==> src/rtl/moving_avg_filter_if.sv <==
// rtl/moving_avg_filter_if.sv - sample stream, window select and averaged output bundle
interface moving_avg_filter_if #(
    parameter int DW = 16
);
    logic                 sample_in;
    logic signed [DW-1:0] data_in;
    logic [1:0]           win_sel;
    logic                 flush;
    logic signed [DW-1:0] data_out;
    logic                 valid_out;
    logic                 full_out;

    modport master (
        output sample_in, data_in, win_sel, flush,
        input  data_out, valid_out, full_out
    );

    modport slave (
        input  sample_in, data_in, win_sel, flush,
        output data_out, valid_out, full_out
    );
endinterface

==> src/rtl/moving_avg_filter.sv <==
// rtl/moving_avg_filter.sv - circular-buffer moving average, window 2/4/8/16 taps
// Optional MAF_ROUND_EN: round half up instead of floor truncation on the output divide.
module moving_avg_filter #(
    parameter int DW       = 16,
    parameter int MAX_LOG2 = 4
) (
    input  logic               clk,
    input  logic               rst_n,
    moving_avg_filter_if.slave bus
);
    localparam int DEPTH = 1 << MAX_LOG2;
    localparam int AW    = DW + MAX_LOG2;

    typedef enum logic [1:0] {EMPTY, FILLING, FULL} state_t;

    state_t                state, state_nxt;
    logic [1:0]            win_q, n_sel;
    logic signed [DW-1:0]  hist [DEPTH];
    logic signed [AW-1:0]  acc, acc_new, acc_rnd;
    logic signed [DW-1:0]  avg;
    logic [MAX_LOG2-1:0]   wr_ptr, rd_idx;
    logic [MAX_LOG2:0]     fill_cnt, fill_nxt, n_taps;
    logic [2:0]            lg;
    logic                  clear, accept;

    assign lg     = {1'b0, n_sel} + 3'd1;
    assign n_taps = (MAX_LOG2 + 1)'(1) << lg;
    // For N = DEPTH the oldest entry sits at wr_ptr itself and is read before overwrite.
    assign rd_idx = wr_ptr - n_taps[MAX_LOG2-1:0];

    // A sample arriving while win_sel disagrees with the active window is dropped,
    // covering the change cycle itself before the registered copy triggers the clear.
    assign clear  = bus.flush || (win_q != n_sel);
    assign accept = bus.sample_in && !clear && (bus.win_sel == n_sel);

    assign acc_new = acc + {{MAX_LOG2{bus.data_in[DW-1]}}, bus.data_in}
                         - {{MAX_LOG2{hist[rd_idx][DW-1]}}, hist[rd_idx]};
`ifdef MAF_ROUND_EN
    assign acc_rnd = acc_new + (AW'(1) << (lg - 3'd1));
`else
    assign acc_rnd = acc_new;
`endif
    assign avg = DW'(acc_rnd >>> lg);

    assign bus.full_out = (state == FULL);

    always_ff @(posedge clk or negedge rst_n) begin
        if (!rst_n) begin
            state    <= EMPTY;
            fill_cnt <= '0;
        end else begin
            state    <= state_nxt;
            fill_cnt <= fill_nxt;
        end
    end

    always_comb begin
        state_nxt = state;
        fill_nxt  = fill_cnt;
        if (clear) begin
            state_nxt = EMPTY;
            fill_nxt  = '0;
        end else if (accept) begin
            if (fill_cnt != n_taps)
                fill_nxt = fill_cnt + 1'b1;
            state_nxt = (fill_nxt == n_taps) ? FULL : FILLING;
        end
    end

    always_ff @(posedge clk or negedge rst_n) begin
        if (!rst_n) begin
            for (int i = 0; i < DEPTH; i++)
                hist[i] <= '0;
            acc           <= '0;
            wr_ptr        <= '0;
            win_q         <= 2'b00;
            n_sel         <= 2'b00;
            bus.data_out  <= '0;
            bus.valid_out <= 1'b0;
        end else begin
            win_q         <= bus.win_sel;
            bus.valid_out <= accept;
            if (clear) begin
                for (int i = 0; i < DEPTH; i++)
                    hist[i] <= '0;
                acc    <= '0;
                wr_ptr <= '0;
                n_sel  <= win_q;
            end else if (accept) begin
                hist[wr_ptr] <= bus.data_in;
                acc          <= acc_new;
                wr_ptr       <= wr_ptr + 1'b1;
                bus.data_out <= avg;
            end
        end
    end
endmodule

==> src/flat_wrapper.sv <==
// flat-port wrapper written by rule: the top's interface ports become plain ports
module moving_avg_filter_flat 
#(
    parameter int DW       = 16,
    parameter int MAX_LOG2 = 4
)
  (clk, rst_n, bus_sample_in, bus_data_in, bus_win_sel, bus_flush, bus_data_out, bus_valid_out, bus_full_out);
  moving_avg_filter_if #(.DW(DW)) bus_i ();
  input  logic clk;
  input  logic rst_n;
  input wire logic [$bits(bus_i.sample_in)-1:0] bus_sample_in;
  input wire logic [$bits(bus_i.data_in)-1:0] bus_data_in;
  input wire logic [$bits(bus_i.win_sel)-1:0] bus_win_sel;
  input wire logic [$bits(bus_i.flush)-1:0] bus_flush;
  output wire logic [$bits(bus_i.data_out)-1:0] bus_data_out;
  output wire logic [$bits(bus_i.valid_out)-1:0] bus_valid_out;
  output wire logic [$bits(bus_i.full_out)-1:0] bus_full_out;
  assign bus_i.sample_in = bus_sample_in;
  assign bus_i.data_in = bus_data_in;
  assign bus_i.win_sel = bus_win_sel;
  assign bus_i.flush = bus_flush;
  assign bus_data_out = bus_i.data_out;
  assign bus_valid_out = bus_i.valid_out;
  assign bus_full_out = bus_i.full_out;
  moving_avg_filter #(.DW(DW), .MAX_LOG2(MAX_LOG2)) u_core (.clk(clk), .rst_n(rst_n), .bus(bus_i));
endmodule
==> config.mk <==
export PLATFORM = sky130hd
export DESIGN_NAME = moving_avg_filter_flat
export DESIGN_NICKNAME = d
export VERILOG_FILES = /design/src/rtl/moving_avg_filter_if.sv /design/src/rtl/moving_avg_filter.sv /design/src/flat_wrapper.sv
export SDC_FILE = /design/constraint.sdc
export NUM_CORES = 1
export LEC_CHECK = 0
export ABC_AREA = 1
export BUFFER_PORTS_ARGS = -buffer_cell sky130_fd_sc_hd__buf_2
export CORE_MARGIN = 4
export CORE_UTILIZATION = 50
export DETAILED_ROUTE_END_ITERATION = 8
export GPL_TIMING_DRIVEN = 0
export PLACE_DENSITY_LB_ADDON = 0.1
export SYNTH_ARGS = -nofsm -noshare
export SYNTH_HDL_FRONTEND = slang
export SYNTH_SLANG_ARGS = --single-unit
==> constraint.sdc <==
create_clock -name clk -period 5.79 [get_ports clk]
set_input_delay 0.2895 -clock clk [delete_from_list [all_inputs] [get_ports clk]]
set_output_delay 0.2895 -clock clk [all_outputs]
set_load 0.03 [all_outputs]
==> results of run 1 <==
==> path summary, 6_finish.rpt <==
path / to / slack, ns / depth (start not counted)
worst max register to register: u_core.bus.data_out[12] / 0.24 / 26
worst min register to register: u_core.bus.data_out[10] / 0.48 / 2
worst min-delay path: u_core.acc[0] / 0.24 / 4
worst max-delay path: u_core.bus.data_out[12] / 0.24 / 26
min in group asynchronous: u_core.hist[78] / 0.34 / 2
max in group asynchronous: u_core.n_sel[0] / 3.95 / 4
==> tightest hold or removal path, stage by stage <==
cell and delay (ns):
buf_2 0.10, ha_1 0.21, nand2_1 0.07, o21ai_0 0.07
==> kinds of logic (layout without fill, tap and decap cells) <==
kind of cell,after synthesis,count (layout),share of synthesized area (%)
AOI/OAI and AO/OA,645,645,21.2
buffers and inverters,392,505,9.73
other,1,1,0.0227
DFF,308,308,46.6
and+or+nand+nor,609,609,16.5
adders and majority gates,54,54,4.99
xor gates and xnor gates,20,20,1.06
==> power groups by stage <==
stage          sequential [mW]  clock, mW  combinational, mW
3_3_place_gp              2.29          0               3.85
5_1_grt                   2.26       2.35               4.63
6_report                  2.26       2.24               4.25
4_1_cts                   2.26       2.26               4.02
2_1_floorplan             2.40          0               2.48
3_5_place_dp              2.29          0               3.87
==> state kept, by name, indices dropped and copies added, names as in the netlist <==
register and cells:
u_core.hist 256, u_core.acc 20, u_core.bus.data_out 16, u_core.fill_cnt 5, u_core.wr_ptr 4, u_core.n_sel 2
u_core.state 2, u_core.win_q 2, u_core.bus.valid_out 1
==> synthesized netlist by cell type, types with 2 or more instances <==
master / count / area, µm²
nand2_2: 10 / 62.6
nand2_1: 260 / 976
o21ai_2: 4 / 35.0
xor2_1: 7 / 61.3
dfrtp_1: 308 / 7710
a21oi_1: 186 / 931
clkbuf_1: 67 / 251
fa_1: 20 / 400
o31ai_1: 7 / 52.6
nor3_1: 3 / 15.0
o21ai_1: 20 / 100
a211oi_1: 4 / 30.0
inv_1: 248 / 931
a211o_1: 7 / 61.3
nand4_1: 10 / 62.6
nor2_1: 68 / 255
nor2_4: 2 / 22.5
or2_2: 4 / 25.0
nand3_1: 241 / 1210
inv_2: 6 / 22.5
a31oi_1: 7 / 43.8
and2_1: 3 / 18.8
buf_6: 3 / 33.8
nand3_2: 4 / 40.0
buf_4: 14 / 105
ha_1: 34 / 425
buf_2: 41 / 205
clkinv_1: 3 / 11.3
o21ai_0: 268 / 1340
a22o_1: 5 / 43.8
xnor2_1: 13 / 114
buf_1: 9 / 33.8
o22ai_1: 134 / 838
==> per-layer routing <==
layer  vias up  routed length [µm]  track usage (%)  part of all wire [%]
li1       7085                   -                -                     -
met1      7547               24700             45.3                    40
met2       854               27600             52.7                    45
met3       181                5920             7.91                   9.7
met4         0                3010             14.8                   4.9
met5         -                   0                0                     0
==> timing repair <==
item	CTS	global route
pin swaps	1	3
endpoints found under the setup margin	35	17
hold buffers	3	0
endpoints found under the hold margin	98	0
setup buffers	2	7
cloned	0	0
resized for setup	39	39
==> placed cells by master, fill, tap and decap left out, types with 4 or more instances in the layout <==
cell	count
buf_4	24
inv_2	5
o21ai_1	22
clkbuf_1	64
nor2_1	66
dfrtp_1	307
nand2_2	10
clkbuf_8	5
ha_1	33
clkbuf_16	38
xnor2_1	8
nand3_1	241
xor2_1	7
fa_1	20
o22ai_1	134
inv_1	247
o31ai_2	4
o21ai_0	265
nand3_2	4
a21oi_1	184
nand4_1	10
buf_2	82
a211oi_2	4
a31oi_1	4
clkinv_2	6
a22o_1	5
or2_2	4
xnor2_2	4
o21ai_2	4
a211o_1	7
nand2_1	260
clkbuf_2	10
buf_6	4
==> cell type report <==
cell class	count	area, µm²
fill	3018	13800
sequential	308	7710
multi-input combinational	1329	7410
clock buffer	53	1060
inverter	257	976
buffer	134	694
tap	442	553
timing repair buffer	53	370
clock inverter	8	91.3
==> stage by stage <==
| stage | cell area (µm²) | setup TNS, ns | setup WS [ns] |
|---|---|---|---|
| global placement | 17300 | -470.80 | -1.46 |
| finish | 18900 | 0 | 0.237 |
| CTS | 18700 | 0 | 0.0313 |
| floorplan | 16500 | 0 | 0.848 |
| global route | 18900 | 0 | 0.00641 |
| detailed placement | 17400 | -31.84 | -1.41 |
==> metrics, run 1 <==
min cycle time layout between 5 and 6 ns; vias in the first global route approximately 15,000; Clk pwr share 25.6%; power per cell area between 400 and 500 mW/mm²; via count roughly 16,000; Most used DFF post-synth dfrtp_1; Clock Skew 0.0195 ns; largest net degree at the start of global routing roughly 120; P&R area growth vs syn 14.0%; Nets 2,196; antenna-violating nets left 0; Total GRT Usage between 30% and 40%; clock root buffer clkbuf_16; num ports 40; port bufs 39; DPL Wire Length 44,700 µm; Finished Core Util 57.8%; final-report hold violation count 0; Net Sw Frac between 40 and 50%; routed wire length per instance 23.7 µm; initial core utilization roughly 50%; mapped cell area between 0.015 and 0.02 mm²; Worst Tran Pin Value 1.00 ns; internal power 4.83 mW; Detailed Routing Iterations Pass 1 8; Syn Inst Count 2,029; Critical Path Fanout Max 12; smallest hold slack roughly 0.24 ns; final max-slew violation count 0; outcome completed; Placeable Area between 0.03 and 0.04 mm²; DR DRC count 0; total net switching power approximately 4 mW; clock sink count about 310; final setup vio count 0; Clk Latency, worst-skew pair between 0.5 and 0.6 ns; CTS tree yes; Buffers & Inverters on Critical Path 7; EDFF count, synth 0; sequential fraction of the synthesis area 46.6%; Setup crit start kind flip-flop; max cap viols 0; Min-Delay Path Class input port to flip-flop; Crit path arrival time approximately 6 ns; row count 66; Req. time, crit path ~6.2 ns; RSZ-0062 raised after global routing no; clk buf depth 3; Seq pwr share ~26%; Critical Path End Type flip-flop; Mapped Nets ~2,100; syn avg cell area ~8 µm²; first-pass GRT wire length approximately 93,000 µm; Via-to-Cell Ratio about 6; share of cells above drive strength 1 about 11%; FFs w/ async S/R, synth 100%; die area about 0.036 mm²; f_max 180 MHz; Worst-path clk slew ~0.05 ns; leakage about 8.6 nW; yosys warns 0; Routed WL 61,300 µm; total power 8.74 mW; Cell variety after synth 42; Non-Filler Instances 2,584; CTS buffer count 37; ant diodes 0; Top delay family on crit path adder cells; initial antenna violation count 0; CTS H-Tree Depth 2; Seq cells post-synth around 310; total gr overflow 0; Max-slew headroom about a third; Die H around 190 µm; gp weighted congestion between 1 and 1.5; Slowest cell on crit path fa_1; period utilization 95.9%; Crit path top cell by count nand2_1; Initial DRC Count about 1,900; RR Startpoint u_core.n_sel[0]; worst setup path class flip-flop to flip-flop; Crit. Startpoint u_core.n_sel[0]; Comb power frac between 40% and 50%; Peak VDD IR 0.282 mV; placed instance count approximately 2,500; hold_sp bus_data_in[0]; Die X-Extent between 150 and 200 µm; Crit path largest cell delay roughly 0.57 ns
(Power assumes the default switching activity.)
==> inputs of run 2 (changes only) <==
--- a/config.mk
+++ b/config.mk
@@ -5,8 +5,9 @@
 export SDC_FILE = /design/constraint.sdc
 export NUM_CORES = 1
 export LEC_CHECK = 0
-export ABC_AREA = 1
 export BUFFER_PORTS_ARGS = -buffer_cell sky130_fd_sc_hd__buf_2
+export CELL_PAD_IN_SITES_DETAIL_PLACEMENT = 1
+export CELL_PAD_IN_SITES_GLOBAL_PLACEMENT = 1
 export CORE_MARGIN = 4
 export CORE_UTILIZATION = 50
 export DETAILED_ROUTE_END_ITERATION = 8
==> metrics, run 2 <==
hold path cells 4 (unchanged); worst reg2reg setup slack 0.07 ns (-0.17 ns); clk buf depth 3 (unchanged); first-pass GRT wire length 80,000 µm (-14%); antenna-violating nets left 0 (unchanged); Worst Tran Pin Value 1.19 ns (+0.182 ns); power per cell area 314 mW/mm² (-32%); Most used DFF post-synth dfrtp_1; commonest non-fill, non-tap cell in the layout dfrtp_1; Routed WL 52,700 µm (-14%); Crit path arrival time 6.18 ns (+0.19 ns); Req. time, crit path 6.24 ns (+0.02 ns); Die H 186 µm (-2.1%); biggest regs u_core.hist: 256 flops, u_core.acc: 20 flops, u_core.bus.data_out: 16 flops; final-report hold violation count 0 (unchanged); final setup vio count 0 (unchanged); die area 0.0346 mm² (-4.1%); EDFF count, synth 0 (unchanged); period utilization 98.8% (+2.9 points); Critical Path End Type flip-flop; FFs w/ async S/R, synth 100% (unchanged); synth cell count leaders dfrtp_1, a22o_1, a21oi_1, nor2_1, clkbuf_1; Worst-path clk slew 0.06 ns (about the same); initial antenna violation count 1 (+1); CP Cell Sequence buf_6 -> inv_4 -> clkbuf_16 -> ha_4 -> inv_1 -> fa_2 -> buf_12 -> clkbuf_16 -> mux4_2 -> mux2_2 -> a21oi_1 -> fa_1 -> ha_2 -> o211ai_1 -> o21ai_1 -> a211oi_1 -> xnor2_1 -> mux2i_1 -> mux2i_1 -> nand2_1 -> a21oi_1; RR Startpoint u_core.n_sel[0]; Clock Skew 0.0224 ns (+0.00280 ns); f_max 175 MHz (-3.0%); Synth area leaders dfrtp_1, a22o_1, mux4_2; smallest hold slack 0.232 ns (-0.00637 ns); gp weighted congestion 0.866 (-14%); CTS H-Tree Depth 2 (unchanged); Mapped Nets 1,397 (-34%); via count 12,410 (-21%); DR DRC count 0 (unchanged); Worst Hold End u_core.state[0]; total gr overflow 0 (unchanged); worst reg2reg endpoint u_core.bus.data_out[4]; DP Worst Slack -2.01 ns (-0.595 ns); syn avg cell area 12.0 µm² (+47%); Setup crit start kind flip-flop; vias in the first global route 13,071 (-15%); max cap viols 0 (unchanged); sequential fraction of the synthesis area 48.7% (+2.1 points); Max-slew headroom 20.5% (-13 points); fill cell count 3,085 (+2.2%); most frequent cells in the layout dfrtp_1, a22o_1, nor2_1; count leader, synth dfrtp_1; worst setup path class flip-flop to flip-flop; yosys warns 0 (unchanged); Syn Inst Count 1,321 (-35%); max FFs per register 256 (unchanged); Top reg by flops u_core.hist; leakage 8.51 nW (-0.67%); DPL Wire Length 35,700 µm (-20%); Placeable Area 0.0309 mm² (-5.2%); Seq cells post-synth 308 (unchanged); mapped cell area 0.0158 mm² (-4.3%); Setup WS post-layout 0.0667 ns (-0.170 ns); Crit path largest cell delay 0.56 ns (about the same); setup TNS 0 ns (unchanged); Via-to-Cell Ratio 6.73 (+11%); initial core utilization 51.2% (+0.51 points); num ports 40 (unchanged); outcome completed; Die X-Extent 186 µm (-2.1%); share of cells above drive strength 1 21.4% (+10 points); Min-Delay Path Class input port to flip-flop; largest net degree at the start of global routing 108 (-11%); hold_sp bus_flush; CTS buffer count 36 (-2.7%); Slowest cell on crit path fa_2; Cell variety after synth 62 (+48%); Crit. Startpoint u_core.n_sel[0]; Nets 1,495 (-32%); port bufs 35 (-10%); Detailed Routing Iterations Pass 1 5 (-3); clock sink count 308 (unchanged); Peak VDD IR 0.279 mV (-1.1%); Initial DRC Count 1,199 (-38%); Clk Latency, worst-skew pair 0.55 ns (about the same); Total GRT Usage 30.5% (-3.2 points); R2R depth 21 (-19%); post-synth top area share 48.7% (+2.1 points); CTS tree yes; row count 64 (-3.0%); final max-slew violation count 0 (unchanged); min cycle time layout 5.72 ns (+0.170 ns); Synth area leader dfrtp_1; clock root buffer clkbuf_16; Critical Path Fanout Max 7 (-5); routed wire length per instance 28.6 µm (+20%); P&R area growth vs syn 17.0%
-- run 2: cell count changes in the layout (fill, tap and decap cells not counted), sizes merged, moves of 130 or more --
cell	delta
nand2	-212
a22o	+251
o21ai	-268
o22ai	-130
nand3	-226
inv	-209
-- run 2: repair_timing --
action | 4_1_cts | 5_1_grt
hold endpoints to repair | 104 | 0
endpoints found under the setup margin | 35 | 21
pin swaps | 8 | 15
cloned | 0 | 1
buffers inserted | 11 | 12
hold buffers | 3 | 0
gates resized for setup | 71 | 67
-- run 2: metrics by stage --
step / std cells / util, % / instance area [µm²] / power [mW]
2_1_floorplan: 1321 / - / 15800 / 2.93
3_3_place_gp: 1752 / 53.4 / 16500 / 3.27
3_5_place_dp: 1754 / 53.6 / 16600 / 3.29
4_1_cts: 1832 / 58.9 / 18200 / 5.73
5_1_grt: 1844 / 59.9 / 18500 / 6.04
6_report: 1844 / 59.9 / 18500 / 5.81
-- run 2: power by group --
group / internal [mW] / leakage, nW / switching [mW]
combinational: 0.413 / 3.64 / 0.783
sequential: 2.21 / 4.27 / 0.0293
clock: 1.43 / 0.601 / 0.944
total: 4.05 / 8.51 / 1.76
-- run 2: cell families (layout without fill, tap and decap cells) --
logic type      Yosys count  after routing  share of synthesized area [%]
simple gates            198            198                           5.70
flops                   308            308                           48.7
fa+ha+maj                54             54                           5.22
other cells               1              2                         0.0237
xor+xnor                 33             33                           1.87
compound gates          457            457                           22.4
buf+inv                 164            290                           4.16
mux                     106            106                           11.9
-- run 2: worst max path at each step --
stage	to	depth (start not counted)	slack [ns]
after detailed placement	u_core.bus.data_out[10]	22	-2.01
final	u_core.bus.data_out[4]	21	0.07
after global routing	u_core.bus.data_out[10]	22	-0.05
after floorplan	u_core.bus.data_out[10]	22	0.04
after CTS	u_core.bus.data_out[10]	18	0.01
after global placement	u_core.bus.data_out[10]	25	-1.89
-- run 2: worst max-delay path: cells and delay by family (launching register included) --
| family | cells | cell delay [ns] |
|---|---|---|
| simple gates | 1 | 0.09 |
| buf+inv | 6 | 0.78 |
| fa+ha+maj | 4 | 1.60 |
| flops | 1 | 0.40 |
| mux | 4 | 1.08 |
| xor+xnor | 1 | 0.45 |
| compound gates | 5 | 1.21 |
-- run 2: layout make-up --
cell class                 count  area, µm²  area share, %
antenna                        1       2.50         0.0135
buffer                       116        659           3.56
clock buffer                  57       1090           5.89
clock inverter                 9        131          0.709
inverter                      44        168          0.905
multi-input combinational    849       7790           42.1
sequential                   308       7710           41.6
tap                          396        495           2.67
timing repair buffer          64        479           2.59
-- run 2: layer usage --
metal  vias to the layer above  share of wire (%)  GRT usage (%)
li1                       5202                  -              -
met1                      6610                 45           44.2
met2                       488                 46           46.8
met3                       110                6.0           5.73
met4                         0                3.4           10.3
met5                         -                  0              0
==> inputs of run 3 (changes only) <==
--- a/config.mk
+++ b/config.mk
@@ -12,7 +12,7 @@
 export CORE_UTILIZATION = 50
 export DETAILED_ROUTE_END_ITERATION = 8
 export GPL_TIMING_DRIVEN = 0
-export PLACE_DENSITY_LB_ADDON = 0.1
+export PLACE_DENSITY = 0.85
 export SYNTH_ARGS = -nofsm -noshare
 export SYNTH_HDL_FRONTEND = slang
 export SYNTH_SLANG_ARGS = --single-unit
==> metrics, run 3 (synthesized netlist as in run 2, its figures left out) <==
outcome finished, violations left; failing checks negative setup slack; Critical Path Fanout Max 10 (+3); first-pass GRT wire length 88,000 µm (+10%); via count 13,394 (+7.9%); RR Startpoint u_core.n_sel[0]; most frequent cells in the layout dfrtp_1, a22o_1, nor2_1; final max-slew violation count 0 (unchanged); Max Used Layer met4; Total GRT Usage 33.6% (+3.1 points); Req. time, crit path 6.26 ns (+0.02 ns); Initial DRC Count 1,555 (+30%); Nets 1,493 (-0.13%); Via-to-Cell Ratio 7.28 (+8.2%); Buffers & Inverters on Critical Path 8 (+2); Placeable Area 0.0309 mm² (unchanged); f_max 171 MHz (-2.4%); Crit. Startpoint u_core.n_sel[0]; Top delay family on crit path adder cells; CTS buffer count 35 (-2.8%); Worst-path clk slew 0.07 ns (about the same); antenna-violating nets left 0 (unchanged); Top reg by flops u_core.hist; largest net degree at the start of global routing 91 (-16%); total gr overflow 0 (unchanged); initial antenna violation count 0 (-1); P&R area growth vs syn 18.6%; Clk pwr share 41.2% (+0.3 points); clk buf depth 3 (unchanged); Worst path depth 23 (+9.5%); Min-Delay Path Class input port to flip-flop; total power 6.07 mW (+4.5%); Seq pwr share 36.9% (-1.6 points); final setup vio count 9 (+9); Detail Route met3 WL 5310 µm (+67%); Die H 186 µm (unchanged); clock root buffer clkbuf_16; total net switching power 1.95 mW (+11%); Slowest cell on crit path fa_2; Sequential Area 0.00771 mm² (unchanged); share of cells above drive strength 1 23.5% (+2.1 points); Detailed Routing Iterations Pass 1 5 (unchanged); die area 0.0346 mm² (unchanged); row count 64 (unchanged); Metal-1 WL 22,500 µm (-4.5%); Setup WS post-layout -0.0749 ns (-0.142 ns); period utilization 101% (+2.4 points); routed wire length per instance 32.6 µm (+14%); Net Sw Frac 32.1% (+1.9 points); gp weighted congestion 0.898 (+3.7%); worst reg2reg setup slack -0.07 ns (-0.14 ns); num ports 40 (unchanged); DR WL met2 28,900 µm (+19%); max FFs per register 256 (unchanged); biggest regs u_core.hist: 256 flops, u_core.acc: 20 flops, u_core.bus.data_out: 16 flops; Clock Skew 0.0288 ns (+0.00646 ns); Crit path arrival time 6.33 ns (+0.15 ns); DPL Wire Length 37,100 µm (+4.0%); Comb power frac 22.0% (+1.4 points); commonest non-fill, non-tap cell in the layout dfrtp_1; vias in the first global route 14,270 (+9.2%); CP Cell Sequence buf_6 -> inv_6 -> clkbuf_16 -> ha_4 -> inv_2 -> fa_2 -> clkbuf_16 -> clkbuf_16 -> mux4_2 -> mux2i_1 -> a21oi_1 -> fa_1 -> inv_1 -> ha_1 -> buf_4 -> and3_4 -> o211ai_1 -> o21ai_4 -> xor2_2 -> mux2i_1 -> a21oi_1 -> o21ai_1 -> a31oi_1; Routed WL 60,100 µm (+14%); final-report hold violation count 0 (unchanged); CTS H-Tree Depth 2 (unchanged); min cycle time layout 5.86 ns (+0.142 ns); worst setup path class flip-flop to flip-flop; Setup crit start kind flip-flop; Peak VDD IR 0.228 mV (-18%); Die X-Extent 186 µm (unchanged); Crit path largest cell delay 0.65 ns (+0.09 ns); initial core utilization 51.2% (unchanged); Multi-input gate area 0.00796 mm² (+2.1%); Crit path top cell by count clkbuf_16; leakage 8.54 nW (+0.27%); Finished Core Util 60.7% (+0.81 points); max cap viols 0 (unchanged); ant diodes 0 (-1); Critical Path End Type flip-flop; clock sink count 308 (unchanged); DR DRC count 0 (unchanged); power per cell area 323 mW/mm² (+3.1%); CTS tree yes; Max-slew headroom 3.83% (-17 points); fill cell count 3,000 (-2.8%); internal power 4.12 mW (+1.6%); crit path to u_core.bus.data_out[8]; worst reg2reg endpoint u_core.bus.data_out[8]; Worst Tran Pin Value 1.44 ns (+0.249 ns); R2R depth 23 (+9.5%); port bufs 35 (unchanged); Clk Latency, worst-skew pair 0.56 ns (about the same)
## run 3: cell types whose count changed in the layout (fill, tap and decap cells not counted), moves of 3 or more
cell	before	now
buf_12	5	1
ha_1	29	25
ha_4	3	7
mux2i_2	5	9
buf_2	62	65
mux2i_1	23	19
a21oi_1	62	59
a21oi_2	6	10
clkinvlp_4	0	4
clkbuf_1	60	53
clkbuf_4	7	2
## run 3: how the worst min path moves through the flow
stage | depth (start not counted) | slack, ns | to | startpoint
CTS | 2 | 0.22 | u_core.hist[228] | bus_data_in[4]
global placement | 1 | 0.42 | u_core.win_q[0] | bus_win_sel[0]
floorplan | 0 | -0.006 | u_core.acc[0] | rst_n
finish | 2 | 0.23 | u_core.hist[228] | bus_data_in[4]
global route | 2 | 0.23 | u_core.hist[228] | bus_data_in[4]
detailed placement | 1 | 0.26 | u_core.hist[122] | rst_n
## run 3: final cells by class
type	instances	share of cell area, %
plain buffers	115	3.54
clock buffers	48	5.35
clock inverters	16	1.51
inverters	44	0.906
multi-input cells	849	42.4
flip-flops and latches	308	41.1
well taps	396	2.64
repair buffers	64	2.61
## run 3: power groups by stage
| stage | sequential, mW | clock (mW) | combinational (mW) |
|---|---|---|---|
| 6_report | 2.24 | 2.50 | 1.33 |
| 4_1_cts | 2.24 | 2.48 | 1.16 |
| 3_5_place_dp | 2.28 | 0 | 1.03 |
| 5_1_grt | 2.24 | 2.59 | 1.39 |
| 3_3_place_gp | 2.28 | 0 | 0.992 |
| 2_1_floorplan | 2.37 | 0 | 0.558 |
## run 3: stage by stage
stage	worst slack, ns	setup TNS, ns	cells	area [µm²]	hold slack [ns]
6_report	-0.0749	-0.242	1840	18800	0.230
3_3_place_gp	-1.88	-431.37	1752	16500	0.423
2_1_floorplan	0.0368	0	1321	15800	-0.00609
4_1_cts	0.00194	0	1829	18400	0.219
5_1_grt	-0.180	-1.43	1840	18800	0.228
3_5_place_dp	-2.10	-55.50	1755	16600	0.263
## run 3: metal layers
layer	vias to the layer above	GRT usage (%)
li1	5192	-
met5	-	0
met1	7002	44.2
met3	275	6.10
met4	0	16.1
met2	925	54.2
## run 3: timing repair
| action | CTS | global route |
|---|---|---|
| endpoints found under the setup margin | 35 | 22 |
| pin swaps | 15 | 22 |
| buffers inserted | 11 | 12 |
| resized for setup | 95 | 72 |
| cloned | 0 | 0 |
| endpoints found under the hold margin | 65 | 0 |
| hold buffers | 3 | 0 |
